==> src/rtl/legv8_ctrl_fsm_if.sv <==
// Control-unit bus: instruction/memory status in, datapath control word out.
// The FSM drives through the master modport; the datapath/memory side uses slave.
interface legv8_ctrl_fsm_if #(
  parameter int REG_AW = 5,
  parameter int K_W    = 64
);
  logic [31:0]       Inst;
  logic              mem_ready;
  logic              zero_flag;
  logic [REG_AW-1:0] DA;
  logic [REG_AW-1:0] AA;
  logic [REG_AW-1:0] BA;
  logic [4:0]        FS;
  logic [K_W-1:0]    K;
  logic [1:0]        PC_SEL;
  logic              WR;
  logic              IL;
  logic              RCS;
  logic              RR;
  logic              WRR;
  logic              EN_ALU;
  logic              EN_B;
  logic              EN_K;
  logic              addr_sel;
  logic              Cin;
  logic              SFL;
  logic [2:0]        state;
  logic              illegal;
  logic              timeout;

  modport master (
    input  Inst, mem_ready, zero_flag,
    output DA, AA, BA, FS, K, PC_SEL, WR, IL, RCS, RR, WRR,
           EN_ALU, EN_B, EN_K, addr_sel, Cin, SFL, state, illegal, timeout
  );

  modport slave (
    output Inst, mem_ready, zero_flag,
    input  DA, AA, BA, FS, K, PC_SEL, WR, IL, RCS, RR, WRR,
           EN_ALU, EN_B, EN_K, addr_sel, Cin, SFL, state, illegal, timeout
  );
endinterface

==> src/rtl/legv8_ctrl_fsm.sv <==
// Multicycle LEGv8 control FSM (FETCH/DECODE/EXEC/MEM/WB) with B/CBZ, a
// variable-latency memory handshake, a wait timeout and illegal-opcode trapping.
module legv8_ctrl_fsm #(
  parameter int REG_AW  = 5,
  parameter int K_W     = 64,
  parameter int TIMEOUT = 255
) (
  input  logic             CLK,
  input  logic             Reset,
  legv8_ctrl_fsm_if.master bus
);
  localparam int WW = $clog2(TIMEOUT + 1);

  typedef enum logic [2:0] {
    S_FETCH = 3'd0, S_DECODE = 3'd1, S_EXEC = 3'd2, S_MEM = 3'd3, S_WB = 3'd4
  } state_t;

  typedef enum logic [2:0] {
    C_ILL, C_R, C_I, C_SH, C_LD, C_ST, C_B, C_CBZ
  } cls_t;

  state_t          r_state;
  logic [31:0]     r_inst;
  logic [WW-1:0]   r_wait;
  logic            r_illegal;
  logic            r_timeout;

  function automatic cls_t op_class(input logic [10:0] op);
    casez (op)
      11'b10001011000, 11'b11001011000, 11'b10001010000, 11'b10101010000,
      11'b11001010000, 11'b11101010000, 11'b10101011000, 11'b11101011000: return C_R;
      11'b1001000100?, 11'b1101000100?, 11'b1001001000?, 11'b1011001000?,
      11'b1101001000?:                                                    return C_I;
      11'b1101001101?:                                                    return C_SH;
      11'b11111000010:                                                    return C_LD;
      11'b11111000000:                                                    return C_ST;
      11'b000101?????:                                                    return C_B;
      11'b10110100???:                                                    return C_CBZ;
      default:                                                            return C_ILL;
    endcase
  endfunction

  function automatic logic [4:0] op_fs(input logic [10:0] op);
    casez (op)
      11'b10001011000, 11'b10101011000, 11'b1001000100?,
      11'b11111000010, 11'b11111000000:                  return 5'b01000;
      11'b11001011000, 11'b11101011000, 11'b1101000100?: return 5'b01001;
      11'b10001010000, 11'b11101010000, 11'b1001001000?: return 5'b00000;
      11'b10101010000, 11'b1011001000?:                  return 5'b00100;
      11'b11001010000, 11'b1101001000?:                  return 5'b01100;
      11'b11010011011:                                   return 5'b10000;
      11'b11010011010:                                   return 5'b10100;
      default:                                           return 5'b00000;
    endcase
  endfunction

  // Constant field selection with zero/sign fill up to K_W.
  function automatic logic [K_W-1:0] k_of(input cls_t cls, input logic [31:0] ins);
    case (cls)
      C_I:        return {{(K_W-12){1'b0}}, ins[21:10]};
      C_SH:       return {{(K_W-6){1'b0}}, ins[15:10]};
      C_LD, C_ST: return {{(K_W-9){ins[20]}}, ins[20:12]};
      C_B:        return {{(K_W-26){ins[25]}}, ins[25:0]};
      C_CBZ:      return {{(K_W-19){ins[23]}}, ins[23:5]};
      default:    return '0;
    endcase
  endfunction

  logic [10:0]       w_op;
  cls_t              w_cls;
  logic [4:0]        w_fs;
  logic [K_W-1:0]    w_kval;
  logic              w_sfl_op;
  logic              w_abort;
  logic [WW-1:0]     w_wait_nx;
  logic [REG_AW-1:0] w_rd, w_rn, w_rm;

  assign w_op      = r_inst[31:21];
  assign w_cls     = op_class(w_op);
  assign w_fs      = op_fs(w_op);
  assign w_kval    = k_of(w_cls, r_inst);
  assign w_sfl_op  = (w_op == 11'b11101010000) || (w_op == 11'b10101011000) ||
                     (w_op == 11'b11101011000);
  assign w_abort   = ((r_state == S_FETCH) || (r_state == S_MEM)) && (r_wait == WW'(TIMEOUT));
  assign w_wait_nx = (r_wait == WW'(TIMEOUT)) ? r_wait : r_wait + WW'(1);
  assign w_rd      = REG_AW'(r_inst[4:0]);
  assign w_rn      = REG_AW'(r_inst[9:5]);
  assign w_rm      = REG_AW'(r_inst[20:16]);

  always_ff @(posedge CLK) begin
    if (Reset) begin
      r_state   <= S_FETCH;
      r_inst    <= '0;
      r_wait    <= '0;
      r_illegal <= 1'b0;
      r_timeout <= 1'b0;
    end else begin
      case (r_state)
        S_FETCH: begin
          if (w_abort) begin
            r_timeout <= 1'b1;
            r_wait    <= '0;
          end else if (bus.mem_ready) begin
            r_inst  <= bus.Inst;
            r_state <= S_DECODE;
            r_wait  <= '0;
          end else begin
            r_wait <= w_wait_nx;
          end
        end
        S_DECODE: begin
          if (w_cls == C_ILL) begin
            r_illegal <= 1'b1;
            r_state   <= S_FETCH;
          end else begin
            r_state <= S_EXEC;
          end
        end
        S_EXEC:  r_state <= ((w_cls == C_LD) || (w_cls == C_ST)) ? S_MEM : S_FETCH;
        S_MEM: begin
          if (w_abort) begin
            r_timeout <= 1'b1;
            r_wait    <= '0;
            r_state   <= S_FETCH;
          end else if (bus.mem_ready) begin
            r_wait  <= '0;
            r_state <= (w_cls == C_LD) ? S_WB : S_FETCH;
          end else begin
            r_wait <= w_wait_nx;
          end
        end
        default: r_state <= S_FETCH;
      endcase
    end
  end

  logic [REG_AW-1:0] w_da, w_aa, w_ba;
  logic [4:0]        w_fs_o;
  logic [K_W-1:0]    w_k;
  logic [1:0]        w_pc_sel;
  logic w_wr, w_il, w_rcs, w_rr, w_wrr, w_en_alu, w_en_b, w_en_k, w_addr_sel, w_cin, w_sfl;

  always_comb begin
    w_da = '0; w_aa = '0; w_ba = '0; w_fs_o = '0; w_k = '0; w_pc_sel = 2'b00;
    w_wr = 1'b0; w_il = 1'b0; w_rcs = 1'b0; w_rr = 1'b0; w_wrr = 1'b0;
    w_en_alu = 1'b0; w_en_b = 1'b0; w_en_k = 1'b0; w_addr_sel = 1'b0;
    w_cin = 1'b0; w_sfl = 1'b0;
    case (r_state)
      S_FETCH: begin
        if (!w_abort) begin
          w_rcs = 1'b1; w_rr = 1'b1; w_il = 1'b1;
        end
      end
      S_DECODE: if (w_cls == C_ILL) w_pc_sel = 2'b01;
      S_EXEC: begin
        case (w_cls)
          C_R, C_I, C_SH: begin
            w_da = w_rd; w_aa = w_rn; w_ba = (w_cls == C_SH) ? '0 : w_rm;
            w_en_alu = 1'b1; w_wr = 1'b1; w_pc_sel = 2'b01; w_fs_o = w_fs;
            w_cin = (w_fs == 5'b01001); w_sfl = w_sfl_op;
            w_en_k = (w_cls != C_R); w_k = w_kval;
          end
          C_LD, C_ST: begin
            w_aa = w_rn; w_en_k = 1'b1; w_k = w_kval; w_fs_o = 5'b01000;
          end
          C_B: begin
            w_k = w_kval; w_pc_sel = 2'b10;
          end
          C_CBZ: begin
            w_ba = w_rd; w_k = w_kval; w_pc_sel = bus.zero_flag ? 2'b10 : 2'b01;
          end
          default: ;
        endcase
      end
      // Address operands stay on the ALU for the whole memory wait.
      S_MEM: begin
        if (!w_abort) begin
          w_rcs = 1'b1; w_addr_sel = 1'b1; w_aa = w_rn; w_en_k = 1'b1;
          w_k = w_kval; w_fs_o = 5'b01000;
          if (w_cls == C_ST) begin
            w_wrr = 1'b1; w_en_b = 1'b1; w_ba = w_rd;
            if (bus.mem_ready) w_pc_sel = 2'b01;
          end else begin
            w_rr = 1'b1;
          end
        end
      end
      S_WB: begin
        w_rr = 1'b1; w_rcs = 1'b1; w_da = w_rd; w_wr = 1'b1; w_pc_sel = 2'b01;
      end
      default: ;
    endcase
  end

  // Write strobes are masked while Reset is high so an aborted access commits nothing.
  assign bus.DA       = w_da;
  assign bus.AA       = w_aa;
  assign bus.BA       = w_ba;
  assign bus.FS       = w_fs_o;
  assign bus.K        = w_k;
  assign bus.PC_SEL   = w_pc_sel;
  assign bus.WR       = w_wr  & ~Reset;
  assign bus.WRR      = w_wrr & ~Reset;
  assign bus.SFL      = w_sfl & ~Reset;
  assign bus.IL       = w_il;
  assign bus.RCS      = w_rcs;
  assign bus.RR       = w_rr;
  assign bus.EN_ALU   = w_en_alu;
  assign bus.EN_B     = w_en_b;
  assign bus.EN_K     = w_en_k;
  assign bus.addr_sel = w_addr_sel;
  assign bus.Cin      = w_cin;
  assign bus.state    = r_state;
  assign bus.illegal  = r_illegal;
  assign bus.timeout  = r_timeout;
endmodule

==> src/flat_wrapper.sv <==
// flat-port wrapper written by rule: the top's interface ports become plain ports
module legv8_ctrl_fsm_flat 
#(
  parameter int REG_AW  = 5,
  parameter int K_W     = 64,
  parameter int TIMEOUT = 255
)
  (CLK, Reset, bus_Inst, bus_mem_ready, bus_zero_flag, bus_DA, bus_AA, bus_BA, bus_FS, bus_K, bus_PC_SEL, bus_WR, bus_IL, bus_RCS, bus_RR, bus_WRR, bus_EN_ALU, bus_EN_B, bus_EN_K, bus_addr_sel, bus_Cin, bus_SFL, bus_state, bus_illegal, bus_timeout);
  legv8_ctrl_fsm_if #(.REG_AW(REG_AW), .K_W(K_W)) bus_i ();
  input  logic CLK;
  input  logic Reset;
  input wire logic [$bits(bus_i.Inst)-1:0] bus_Inst;
  input wire logic [$bits(bus_i.mem_ready)-1:0] bus_mem_ready;
  input wire logic [$bits(bus_i.zero_flag)-1:0] bus_zero_flag;
  output wire logic [$bits(bus_i.DA)-1:0] bus_DA;
  output wire logic [$bits(bus_i.AA)-1:0] bus_AA;
  output wire logic [$bits(bus_i.BA)-1:0] bus_BA;
  output wire logic [$bits(bus_i.FS)-1:0] bus_FS;
  output wire logic [$bits(bus_i.K)-1:0] bus_K;
  output wire logic [$bits(bus_i.PC_SEL)-1:0] bus_PC_SEL;
  output wire logic [$bits(bus_i.WR)-1:0] bus_WR;
  output wire logic [$bits(bus_i.IL)-1:0] bus_IL;
  output wire logic [$bits(bus_i.RCS)-1:0] bus_RCS;
  output wire logic [$bits(bus_i.RR)-1:0] bus_RR;
  output wire logic [$bits(bus_i.WRR)-1:0] bus_WRR;
  output wire logic [$bits(bus_i.EN_ALU)-1:0] bus_EN_ALU;
  output wire logic [$bits(bus_i.EN_B)-1:0] bus_EN_B;
  output wire logic [$bits(bus_i.EN_K)-1:0] bus_EN_K;
  output wire logic [$bits(bus_i.addr_sel)-1:0] bus_addr_sel;
  output wire logic [$bits(bus_i.Cin)-1:0] bus_Cin;
  output wire logic [$bits(bus_i.SFL)-1:0] bus_SFL;
  output wire logic [$bits(bus_i.state)-1:0] bus_state;
  output wire logic [$bits(bus_i.illegal)-1:0] bus_illegal;
  output wire logic [$bits(bus_i.timeout)-1:0] bus_timeout;
  assign bus_i.Inst = bus_Inst;
  assign bus_i.mem_ready = bus_mem_ready;
  assign bus_i.zero_flag = bus_zero_flag;
  assign bus_DA = bus_i.DA;
  assign bus_AA = bus_i.AA;
  assign bus_BA = bus_i.BA;
  assign bus_FS = bus_i.FS;
  assign bus_K = bus_i.K;
  assign bus_PC_SEL = bus_i.PC_SEL;
  assign bus_WR = bus_i.WR;
  assign bus_IL = bus_i.IL;
  assign bus_RCS = bus_i.RCS;
  assign bus_RR = bus_i.RR;
  assign bus_WRR = bus_i.WRR;
  assign bus_EN_ALU = bus_i.EN_ALU;
  assign bus_EN_B = bus_i.EN_B;
  assign bus_EN_K = bus_i.EN_K;
  assign bus_addr_sel = bus_i.addr_sel;
  assign bus_Cin = bus_i.Cin;
  assign bus_SFL = bus_i.SFL;
  assign bus_state = bus_i.state;
  assign bus_illegal = bus_i.illegal;
  assign bus_timeout = bus_i.timeout;
  legv8_ctrl_fsm #(.REG_AW(REG_AW), .K_W(K_W), .TIMEOUT(TIMEOUT)) u_core (.CLK(CLK), .Reset(Reset), .bus(bus_i));
endmodule
==> config.mk <==
export PLATFORM = sky130hd
export DESIGN_NAME = legv8_ctrl_fsm_flat
export DESIGN_NICKNAME = d
export VERILOG_FILES = /design/src/rtl/legv8_ctrl_fsm_if.sv /design/src/rtl/legv8_ctrl_fsm.sv /design/src/flat_wrapper.sv
export SDC_FILE = /design/constraint.sdc
export NUM_CORES = 1
export LEC_CHECK = 0
export CAP_MARGIN = 20
export CORE_ASPECT_RATIO = 0.8
export CORE_MARGIN = 5
export CORE_UTILIZATION = 40
export DETAILED_ROUTE_END_ITERATION = 7
export PLACE_DENSITY_LB_ADDON = 0.05
export SETUP_SLACK_MARGIN = 0.3
export SYNTH_ARGS = -nofsm -noshare
export SYNTH_HDL_FRONTEND = slang
export SYNTH_SLANG_ARGS = --single-unit
==> constraint.sdc <==
create_clock -name CLK -period 4.85 [get_ports CLK]
set_input_delay 0.97 -clock CLK [delete_from_list [all_inputs] [get_ports CLK]]
set_output_delay 0.97 -clock CLK [all_outputs]
set_load 0.05 [all_outputs]
After elaboration in Yosys (flattened, before gate mapping). Index checks and enable logic that the tools add are counted. Widths: inputs -> output; s select.

Muxes and demuxes: 56. Bitwise gates (word level): 5. Eq/ne operators: 38. $add $sub $neg: 1. Reductions and logical operators: 23.

Operator list (number): $pmux 64 s5 (1); $eq 11x11->1 const B (12); $mux 64 (2); $pmux 64 s2 (1); $eq 10x10->1 const B (6); $pmux 5 s2 (6); $mux 5 (6); $pmux 5 s6 (1); $mux 8 (3); $pmux 3 s7 (1); $eq 8x8->1 const B (2); $mux 1 (16); $eq 3x3->1 const B (5); $mux 3 (5); $reduce_or 5->1 (3); $eq 3x2->1 const B (4); $pmux 3 s4 (1); $mux 2 (5); $add 8x1->8 const B (1); $pmux 1 s2 (4); $pmux 2 s4 (1); $reduce_or 2->1 (4); $reduce_or 8->1 (1); $reduce_or 7->1 (1); other kinds (17) (31).

Bits in registers: 45. Logic and storage cells: 128. Output and inout port bits: 102. Bits of input ports: 36.

Longest topological paths before layout. Gate-level depths: netlist of run 1.

Depth after elaboration: 8. Mapped depth: 9. Depth with buffers taken out: 6.

Least setup slack after synthesis of run 1. Ideal clock, no wire load.

Path kind: register -> output. Start point: reg u_core.r_inst[29]. End point: out bus_K[26]. Path slack: -0.295 ns. Data arrival time: 4.175 ns. Stages on the path, launching flop included: 9. Required time: 3.880 ns. Buffers on the path: 3. Cells stage by stage: dfxtp_1 -> buf_2 -> or3b_4 -> nor4b_4 -> buf_6 -> o21ai_1 -> o21a_1 -> a21oi_1 -> buf_4.

Longest elaborated chain between the ends: 8. Elaborated cells between the ends (all ways): 34. Classes of those cells: eq/ne: 25; mux: 5; reduce/logical: 4.

Ends and longest elaborated chain: from (decl) (RTL line legv8_ctrl_fsm.sv:23) `logic [31:0] r_inst;`; from (signal assigned) (RTL line legv8_ctrl_fsm.sv:104) `r_inst <= bus.Inst;`; $eq 11x11->1 or $eq 10x10->1 (tied branches) (RTL line legv8_ctrl_fsm.sv:29) `casez (op)`; $reduce_or 8->1 or $reduce_or 5->1 (tied branches) (RTL line legv8_ctrl_fsm.sv:29); $pmux 3 s7 * (RTL line legv8_ctrl_fsm.sv:29); $eq 3x3->1 (RTL line legv8_ctrl_fsm.sv:59, legv8_ctrl_fsm.sv:156); $reduce_or 2->1 (RTL line legv8_ctrl_fsm.sv:59) `case (cls)`; $pmux 64 s5 (RTL line legv8_ctrl_fsm.sv:59); $mux 64 (on tied branches) (RTL line legv8_ctrl_fsm.sv:177, legv8_ctrl_fsm.sv:156); $pmux 64 s2 * (RTL line legv8_ctrl_fsm.sv:148) `case (r_state)`; to (decl) (RTL line flat_wrapper.sv:19) `output wire logic [$bits(bus_i.K)-1:0] bus_K;`.

Every way passes the cells marked *; elsewhere a longest branch is shown, timed or not.

Final worst setup path of run 1.
Start point: reg u_core.r_inst[28]. End point: out bus_AA[0].

Longest elaborated chain between the ends: 7. Elaborated cells between the ends (all ways): 29. Classes of those cells: eq/ne: 23; mux: 3; reduce/logical: 3.

Ends and longest elaborated chain: $eq 11x11->1 or $eq 10x10->1 (tied branches) (RTL line legv8_ctrl_fsm.sv:29); $reduce_or 8->1 or $reduce_or 5->1 (tied branches) (RTL line legv8_ctrl_fsm.sv:29); $pmux 3 s7 * (RTL line legv8_ctrl_fsm.sv:29); $eq 3x1->1, or another cell as far along (RTL line legv8_ctrl_fsm.sv:156) `case (w_cls)`; $reduce_or 5->1 (no line) *; $mux 5 * (RTL line legv8_ctrl_fsm.sv:156); $pmux 5 s2 * (RTL line legv8_ctrl_fsm.sv:148); to (decl) (RTL line flat_wrapper.sv:16) `output wire logic [$bits(bus_i.AA)-1:0] bus_AA;`.

Marked as above.

==> results.cfg, run 1 <==
[route]
wire_per_inst_um = 17.6
wirelength_um = 11300
drtIter0Drc = 375
first_pass_iters = 8
final_antenna_net_count = 0
route.detailed.drc = 8
vias = 3597
avgViaCountPerCell = 5.62

[setup_path]
crit_fanout = 29
crit_end = bus_AA[0]
worstSetupStartpointType = flop
end_kind = primary output
arrival_ns = 3.40
rr_worst_depth = 7
cp.required_ns = 3.88
crit_start = u_core.r_inst[28]
r2r-end = u_core.r_inst[19]
worstPathCellList = or3b_4 > nor4b_4 > buf_4 > a21o_1 > o311ai_1 > a21boi_1 > clkdlybuf4s50_1
critPathSlowestCell = clkdlybuf4s50_1
reg2reg_setup_slack_ns = 2.41
path_class = reg2out
reg2reg_from = u_core.r_wait[0]
critical_path.max_stage_delay_ns = 0.83

[clocking]
root_buffer = clkbuf_8
clkLatencyLatePin_ns = 0.30
cts_buffers = 5
clk_pin_slew_ns = 0.09
cts_sinks = 45
h-tree-depth = 2
cts_tree = yes
clockBufferDepth = 2
ctsHoldBuffers = 0

[run_status]
status = finished, violations left
failed_checks = design-rule violations

[timing]
setup_viol = 0
hold_violations = 0
maxSlewViolCount = 0
rsz0062_at_grt = false
finalCritPeriodShare_pct = 90.1
clock.fmax_mhz = 229
setup_tns_ns = 0
slew_headroom_pct = 45.1
fin_crit_ns = 4.37
clock_skew_ns = 0.0132
worst_slew_pin_slew_ns = 0.817

[global_routing]
antenna_found_initial = 0
grt-ovfl-total = 0
grt_pass1_wl_um = 17800
grt_pass1_vias = 3424
grtUsageTotal_pct = 22.1
grt_max_degree = 34

[floorplanning]
die_w_um = 110
fp-row-count = 29
core-area_sq_mm = 0.00787
die_area_sq_mm = 0.00989
fp.dieH_um = 90.0
start_util_pct = 40.6
io_pins = 138

[worst_hold_path]
hp-class = reg2reg

[synthesis]
yosysUniqueCellTypes = 60
synthTopCellsByArea = dfxtp_1, nand2_1, a21oi_1
syn-num-nets = 488
async_reset_ff_share_pct = 0
synthCells = 451
synth_edf_count = 0
ys.flop_type = dfxtp_1
synth.most_common_cell = nand2_1
synth_area_sq_mm = 0.00320
synth_common_cells = nand2_1, a21oi_1, dfxtp_1, buf_4, nor2_1
yosys_warnings = 0
ys_seq_elements = 45
synth_top_area_cell = dfxtp_1
synth.yosys.seq_area_share_pct = 28.2
yosysTopAreaCellShare_pct = 28.2
syn_avg_cell_area_sq_um = 7.09

[placed_design]
place_hpwl_um = 8660
gp_congestion = 0.876
portBuffers = 136

[power_and_ir_drop]
ir_drop_mv = 0.159
leakage_nw = 1.74
powerDensity_mw_per_mm2 = 170
total_power_w = 0.000825

[finish]
fin_nets = 568
diodes = 0
drive_above_1_share_pct = 12.4
syn_to_final_growth_pct = 51.7

[job]
drv_cap = 0
-- repair_timing --
action,4_1_cts,5_1_grt
endpoints found under the setup margin,4,30
resized for setup,1,7
setup buffers,0,0
cloned,0,0
-- layout make-up --
cell class                 count  area (sq um)
fill                         706          3030
multi-input combinational    325          1830
timing repair buffer         143          1830
sequential                    45           901
tap                          108           135
clock buffer                   6          72.6
inverter                      11          41.3
clock inverter                 2          38.8
-- worst max-delay path: cells and delay by family (launching register included) --
kind,cells,cell delay [ns]
buffers and inverters,2,1.18
and+or+nand+nor,2,0.72
DFF,1,0.43
AOI/OAI and AO/OA,3,0.77
-- flip-flops by register name (all words and copies together) (netlist names) --
name                cells
u_core.bus.timeout      1
u_core.bus.state        3
u_core.r_wait           8
u_core.bus.illegal      1
u_core.r_inst          32
-- cells in the final DEF (no fill, tap or decap), types with 7 or more instances in the layout --
master,n
a21boi_1,11
a21oi_1,64
a222oi_1,8
a22oi_1,10
buf_12,40
buf_4,7
clkdlybuf4s50_1,91
dfxtp_1,45
inv_1,9
nand2_1,100
nand3_1,10
nor2_1,23
o21ai_1,9
-- where the power goes --
| part | switching [W] | total (W) | internal [W] | leakage [nW] |
|---|---|---|---|---|
| logic | 0.0000661 | 0.000123 | 0.0000572 | 1.31 |
| clock network | 0.000129 | 0.000284 | 0.000155 | 0.0554 |
| registers | 0.0000307 | 0.000418 | 0.000387 | 0.368 |
-- kinds of logic after synthesis --
family | synth area share [%]
XOR/XNOR | 0.548
AO/OA/AOI/OAI | 29.5
other | 0.117
flip-flops | 28.2
adder cells (fa/ha/maj) | 0.391
AND/OR/NAND/NOR | 26.3
buffers and inverters | 15.0
-- worst min path at each step --
stage,end,cells after the start,startpoint
CTS,u_core.bus.illegal,2,u_core.bus.illegal
detailed placement,u_core.bus.illegal,2,u_core.bus.illegal
floorplan,u_core.r_wait[5],1,u_core.r_wait[5]
global placement,u_core.bus.illegal,2,u_core.bus.illegal
finish,u_core.bus.illegal,2,u_core.bus.illegal
global route,u_core.bus.illegal,2,u_core.bus.illegal
-- metal layers --
metal  vias to the layer above  track usage, %  wire length [um]
met5                         -               0                 0
met4                         0            4.88               162
met3                        17            5.66              1170
met2                       191            33.4              4930
met1                      1667            31.3              5020
li1                       1722               -                 -
-- metrics by stage --
stage	setup WS, ns	hold slack (ns)	cell area [sq um]	utilization, %	instances
global route	0.322	0.494	4850	61.6	640
global placement	0.637	0.438	4710	59.8	632
finish	0.479	0.449	4850	61.6	640
floorplan	0.599	0.443	3200	-	451
detailed placement	0.581	0.440	4710	59.8	632
CTS	0.391	0.452	4830	61.3	640
No activity file was read; power rests on OpenSTA's default activity.
==> run 2: changes to the inputs <==
Settings changed: CAP_MARGIN 20 to 25, GPL_ROUTABILITY_DRIVEN from default to 1.
==> results of run 2 <==
No change in the layout: final DEF, timing and power equal those of run 1.
